[config.mk]
export PLATFORM = sky130hd
export DESIGN_NAME = cfg_addr_decoder
export DESIGN_NICKNAME = d
export VERILOG_FILES = /design/src/rtl/cfg_addr_decoder.sv
export SDC_FILE = /design/constraint.sdc
export NUM_CORES = 1
export LEC_CHECK = 0
export BUFFER_PORTS_ARGS = -buffer_cell sky130_fd_sc_hd__buf_2
export CAP_MARGIN = 20
export CELL_PAD_IN_SITES_DETAIL_PLACEMENT = 1
export CELL_PAD_IN_SITES_GLOBAL_PLACEMENT = 2
export CORE_AREA = 2 2 229 231
export DETAILED_ROUTE_END_ITERATION = 6
export DIE_AREA = 0 0 231 233
export PLACE_DENSITY_LB_ADDON = 0.1
export SLEW_MARGIN = 20
export SYNTH_ARGS = -nofsm -noshare
export SYNTH_HDL_FRONTEND = slang
export SYNTH_SLANG_ARGS = --single-unit
[constraint.sdc]
create_clock -name clk_i -period 2 [get_ports clk_i]
set_input_delay 0.4 -clock clk_i [delete_from_list [all_inputs] [get_ports clk_i]]
set_output_delay 0.4 -clock clk_i [all_outputs]
set_load 0.01 [all_outputs]
[src/rtl/cfg_addr_decoder.sv]
// Config-bus responder: decodes addr[15:12] to one of NUM_SLAVES region slaves,
// forwards a single outstanding transaction and returns the slave response or an error.
module cfg_addr_decoder #(
  parameter int unsigned ADDR_WIDTH     = 16,
  parameter int unsigned DATA_WIDTH     = 32,
  parameter int unsigned NUM_SLAVES     = 13,
  parameter int unsigned TIMEOUT_CYCLES = 255
) (
  input  logic                             clk_i,
  input  logic                             rst_ni,
  input  logic                             req_i,
  input  logic [ADDR_WIDTH-1:0]            addr_i,
  input  logic                             wen_i,
  input  logic [DATA_WIDTH-1:0]            wdata_i,
  output logic                             gnt_o,
  output logic                             rvalid_o,
  output logic [DATA_WIDTH-1:0]            rdata_o,
  output logic                             err_o,
  output logic [NUM_SLAVES-1:0]            slv_req_o,
  output logic [11:0]                      slv_addr_o,
  output logic                             slv_wen_o,
  output logic [DATA_WIDTH-1:0]            slv_wdata_o,
  input  logic [NUM_SLAVES-1:0]            slv_gnt_i,
  input  logic [NUM_SLAVES-1:0]            slv_rvalid_i,
  input  logic [NUM_SLAVES*DATA_WIDTH-1:0] slv_rdata_i
);

  localparam int unsigned SEL_W = 4;
  localparam int unsigned CNT_W = (TIMEOUT_CYCLES > 1) ? $clog2(TIMEOUT_CYCLES) : 1;

  typedef enum logic [1:0] {
    ST_IDLE,
    ST_REQ,
    ST_WAIT,
    ST_ERR
  } state_e;

  state_e                state_q;
  logic [SEL_W-1:0]      sel_q;
  logic [CNT_W-1:0]      cnt_q;
  logic [NUM_SLAVES-1:0] slv_req_q;
  logic [11:0]           slv_addr_q;
  logic                  slv_wen_q;
  logic [DATA_WIDTH-1:0] slv_wdata_q;
  logic                  rvalid_q;
  logic                  err_q;
  logic [DATA_WIDTH-1:0] rdata_q;

  logic [SEL_W-1:0]      addr_sel;
  logic                  addr_mapped;
  logic [NUM_SLAVES-1:0] req_onehot;
  logic                  sel_gnt;
  logic                  sel_rvalid;
  logic [DATA_WIDTH-1:0] sel_rdata;
  logic                  tmo_hit;
  logic [CNT_W-1:0]      cnt_d;
  logic                  accept;

  // Region decode of the incoming address and mux of the latched slave's inputs
  always_comb begin
    addr_sel    = addr_i[15:12];
    addr_mapped = ({1'b0, addr_sel} < 5'(NUM_SLAVES));
    req_onehot  = '0;
    sel_gnt     = 1'b0;
    sel_rvalid  = 1'b0;
    sel_rdata   = '0;
    for (int k = 0; k < NUM_SLAVES; k++) begin
      if (addr_sel == SEL_W'(k)) req_onehot[k] = 1'b1;
      if (sel_q == SEL_W'(k)) begin
        sel_gnt    = slv_gnt_i[k];
        sel_rvalid = slv_rvalid_i[k];
        sel_rdata  = slv_rdata_i[k*DATA_WIDTH +: DATA_WIDTH];
      end
    end
    tmo_hit = (cnt_q == CNT_W'(TIMEOUT_CYCLES - 1));
    // Counter parks at its final value so a grant on the last cycle still leaves one WAIT cycle
    cnt_d   = tmo_hit ? cnt_q : cnt_q + CNT_W'(1);
  end

  // Acceptance is held off during the response pulse so the next grant lands one cycle later
  assign accept = req_i && (state_q == ST_IDLE) && !rvalid_q;
  assign gnt_o  = accept;

  always_ff @(posedge clk_i or negedge rst_ni) begin
    if (!rst_ni) begin
      state_q     <= ST_IDLE;
      sel_q       <= '0;
      cnt_q       <= '0;
      slv_req_q   <= '0;
      slv_addr_q  <= '0;
      slv_wen_q   <= 1'b0;
      slv_wdata_q <= '0;
      rvalid_q    <= 1'b0;
      err_q       <= 1'b0;
      rdata_q     <= '0;
    end else begin
      rvalid_q <= 1'b0;
      err_q    <= 1'b0;
      case (state_q)
        ST_IDLE: begin
          if (accept) begin
            sel_q       <= addr_sel;
            slv_addr_q  <= addr_i[11:0];
            slv_wen_q   <= wen_i;
            slv_wdata_q <= wdata_i;
            if (addr_mapped) begin
              state_q   <= ST_REQ;
              slv_req_q <= req_onehot;
              cnt_q     <= '0;
            end else begin
              state_q  <= ST_ERR;
              rvalid_q <= 1'b1;
              err_q    <= 1'b1;
              rdata_q  <= '0;
            end
          end
        end
        ST_REQ: begin
          cnt_q <= cnt_d;
          if (sel_gnt) begin
            slv_req_q <= '0;
            state_q   <= ST_WAIT;
          end else if (tmo_hit) begin
            slv_req_q <= '0;
            state_q   <= ST_ERR;
            rvalid_q  <= 1'b1;
            err_q     <= 1'b1;
            rdata_q   <= '0;
          end
        end
        ST_WAIT: begin
          cnt_q <= cnt_d;
          if (sel_rvalid) begin
            state_q  <= ST_IDLE;
            rvalid_q <= 1'b1;
            rdata_q  <= slv_wen_q ? '0 : sel_rdata;
          end else if (tmo_hit) begin
            state_q  <= ST_ERR;
            rvalid_q <= 1'b1;
            err_q    <= 1'b1;
            rdata_q  <= '0;
          end
        end
        ST_ERR: begin
          state_q <= ST_IDLE;
        end
        default: begin
          state_q <= ST_IDLE;
        end
      endcase
    end
  end

  assign rvalid_o    = rvalid_q;
  assign err_o       = err_q;
  assign rdata_o     = rdata_q;
  assign slv_req_o   = slv_req_q;
  assign slv_addr_o  = slv_addr_q;
  assign slv_wen_o   = slv_wen_q;
  assign slv_wdata_o = slv_wdata_q;

endmodule

==> impl_metrics.csv <==
group,metric,value,unit
outcome,outcome,"complete, but fails checks",
outcome,violations,"setup timing",
timing,fin_crit_sh,122,%
clocking,cts_tree,"built",
global_route,grt_antenna_before_repair,24,
yosys,post_synth_edffs,0,
layout,final_cells,2394,
worst_setup_path,worst_path_dominant_cell_family,"simple AND/OR/NAND/NOR gates",
worst_setup_path,timing.critical_path.cells,"buf_12 -> or4bb_4 -> o32ai_2 -> or3_4 -> buf_6 -> o21ai_4 -> and3_4 -> buf_12 -> a32o_1",
floorplan,fp.dieArea,53800,sq um
timing,max_slew.worst_pin.slew,0.575,ns
worst_setup_path,rr_endpoint,"rdata_o[12]",
worst_setup_path,worst_setup_path_start_kind,"register",
global_route,groute.usage.overall,21.8,%
global_route,grt_pass1_wl,84400,um
pwr,vdd.ir_drop.worst,0.000441,V
drt,routed_wl,60900,um
worst_setup_path,timing.reg2reg.setup_slack,-0.45,ns
yosys,synth.area.top_cells,"dfrtp_1 31%, nand2_1 8.1%, mux4_2 5.3%, mux2i_1 4.6%, nor2_1 4.3%",
yosys,syn_nets,1507,
worst_setup_path,critical_path.slowest_cell,"or4bb_4",
timing,final_critical_path_time_including_i_o_delays_and_setup,2.45,ns
timing,least_setup_slack_across_all_paths_after_layout,-0.449,ns
clocking,cts_made_buffers,9,
place,half_perimeter_wire_length_after_detailed_placement,51700,um
clocking,clkLatencyLatePin,0.38,ns
worst_setup_path,timing.critical_path.slowest_cell_delay,0.56,ns
drt,wl_per_cell,25.4,um
layout,final_core_utilization,28.1,%
yosys,post_synthesis_cell_area,8550,sq um
yosys,ys_types,72,
layout,fin_area,14400,sq um
drt,drt.antenna.violating_nets,0,
yosys,synth-async-reset-ratio,100,%
floorplan,floorplan.io_pins,587,
yosys,synth-main-ff-cell,"dfrtp_1",
pwr,power_per_cell_area,1420,nW/um^2
floorplan,die_h,233,um
global_route,grt_max_degree,46,
timing,final_hold_viol_count,0,
yosys,ys_warn_count,0,
clocking,clock_tree.root_cell,"clkbuf_16",
place,io_buffers,586,
timing,maxClockFrequency,0.408,GHz
hold_path,hold_path_end,"slv_wdata_o[27]",
clocking,cts.sink_count,106,
yosys,synthesis.area_per_instance,8.49,sq um
timing,unrepaired_setup_endpoints_after_global_routing,"true",
timing,maxSlewHeadroom,61.5,%
worst_setup_path,critical_path.most_common_cell,"buf_12",
clocking,cts_buffer_depth,2,
yosys,synth_seq_area_share,31.0,%
place,place_congestion,0.864,
timing,setup_skew,0.00926,ns
layout,final_layout_size_suffix_gt1_share,54.0,%
pwr,p_leak,7.13,nW
worst_setup_path,path_buf_inv,3,
drt,viasPerCell,4.59,
hold_path,worst_hold_startpoint,"wdata_i[27]",
drt,detail_route.first_pass.iterations,7,
clocking,clkTransAtPathRegs,0.08,ns
timing,final_max_slew_viol_count,0,
yosys,synth_seq_cells,106,
yosys,post_synth_inst_count,1007,
layout,final_common_cell,"buf_2",
place,placed_cell_area,13500,sq um
yosys,synth_largest_area_cell,"dfrtp_1",
layout,nNetsFinal,2201,
worst_setup_path,reg2reg_from,"sel_q[0]",
layout,mostFrequentLayoutCells,"584 x buf_2, 182 x nand2_1, 157 x buf_4, 102 x dfrtp_1, 91 x nor2_1",
floorplan,floorplan.die.width,231,um
global_route,grt_pass1_vias,11600,
timing,timing.final.setup_violations,49,
pwr,post-layout-total-power,20.4,mW
flow_run,cap_violations,0,
floorplan,start_util,16.7,%
hold_path,min_delay_path_depth,3,
layout,area.growth.synth_to_final,68.1,%
worst_setup_path,worst_r2r_path_depth,9,
floorplan,fp.coreArea,51100,sq um
clocking,cts_max_level,3,
yosys,synth_top_area_share,31.0,%
floorplan,floorplan.rows,83,
worst_setup_path,worst_ep_required_time,2.27,ns
hold_path,worstHoldPathType,"input pin to register",
drt,num_vias,11000,
drt,dr.first_iter.drc_count,549,
worst_setup_path,crit_arrival,2.72,ns
worst_setup_path,crit_fanout,11,
drt,drcViolationCount,0,
worst_setup_path,path_class,"register to register",
timing,fin_worst_hold_slack,0.210,ns
worst_setup_path,timing.critical_path.to_type,"register",
place,dpl.cell_count,2354,
global_route,grt_remaining_overflow,0,
-- cell families (layout without fill, tap and decap cells) --
| family | count (synthesis) | after routing | synth area share [%] |
|---|---|---|---|
| flip-flops | 106 | 106 | 31.0 |
| adder cells (fa/ha/maj) | 6 | 6 | 0.878 |
| buffers and inverters | 109 | 807 | 7.17 |
| AO/OA/AOI/OAI | 297 | 297 | 24.9 |
| multiplexers | 92 | 92 | 14.5 |
| XOR/XNOR | 3 | 3 | 0.307 |
| AND/OR/NAND/NOR | 394 | 394 | 21.3 |
| other | 0 | 9 | 0 |
-- synth_stat cells (11+ instances only) --
cell / count
nand2_1: 184
dfrtp_1: 106
nor2_1: 97
a21oi_1: 60
clkbuf_1: 39
mux2i_1: 39
o21ai_0: 36
buf_2: 28
a22oi_1: 20
mux4_2: 20
nand2b_1: 20
a22o_1: 19
o2bb2ai_1: 18
o221ai_1: 17
a221oi_1: 15
nor3_1: 15
a222oi_1: 14
or3_1: 14
inv_1: 13
mux2_1: 13
mux2_2: 13
nor2b_1: 13
o211ai_1: 13
o21ai_1: 13
a211oi_1: 12
buf_6: 11
o31ai_1: 11
-- sequential cells by signal, indices dropped and copies added (netlist names) --
name and flops:
err_o 1, state_q 2, slv_wdata_o 32, slv_addr_o 12, rdata_o 32, slv_wen_o 1
cnt_q 8, rvalid_o 1, slv_req_o 13, sel_q 4
-- final cells by class --
type	count	area, sq um
Multi-Input combinational cell	792	5740
Fill cell	6199	36700
Inverter	15	58.8
Clock buffer	10	239
Clock inverter	5	61.3
Tap cell	680	851
Timing Repair Buffer	777	4730
Sequential cell	106	2670
Antenna cell	9	22.5
-- power breakdown --
group / leakage (nW) / switching (mW) / internal [mW] / total (mW)
clock: 0.149 / 0.929 / 1.01 / 1.94
sequential: 1.39 / 0.542 / 2.91 / 3.45
combinational: 5.59 / 8.11 / 6.85 / 15.0
-- tightest hold or removal path, cell delays in order --
cell and delay (ns):
buf_2 0.07, nand2_1 0.04, nand2_1 0.04
-- per-layer routing --
metal,track usage (%),routed length [um]
met1,27.8,26400
met2,37.1,29800
met3,4.58,3540
met4,6.07,1100
met5,0,124
-- what timing repair did --
| item | 4_1_cts | 5_1_grt |
|---|---|---|
| pin swaps | 12 | 9 |
| hold buffers | 1 | 0 |
| hold endpoints to repair | 23 | 0 |
| gates cloned | 1 | 0 |
| buffers inserted | 14 | 1 |
| resized for setup | 49 | 32 |
| setup endpoints to repair | 51 | 60 |
-- worst max path at each step --
stage	startpoint	end	slack, ns	cells past startpoint
after CTS	sel_q[0]	rdata_o[5]	-0.47	8
after detailed placement	sel_q[0]	rdata_o[0]	-0.71	9
final	sel_q[0]	rdata_o[12]	-0.45	9
after global routing	sel_q[0]	rdata_o[23]	-0.54	9
after global placement	sel_q[0]	rdata_o[0]	-0.67	9
after floorplan	sel_q[0]	rdata_o[7]	-0.13	11
-- per-stage QoR --
| step | TNS, ns | worst slack, ns |
|---|---|---|
| after floorplan | -3.80 | -0.126 |
| after global placement | -19.81 | -0.673 |
| after detailed placement | -21.98 | -0.705 |
| after CTS | -20.34 | -0.468 |
| after global routing | -23.65 | -0.540 |
| final | -19.06 | -0.449 |
Power figures use the tool's default switching activity.
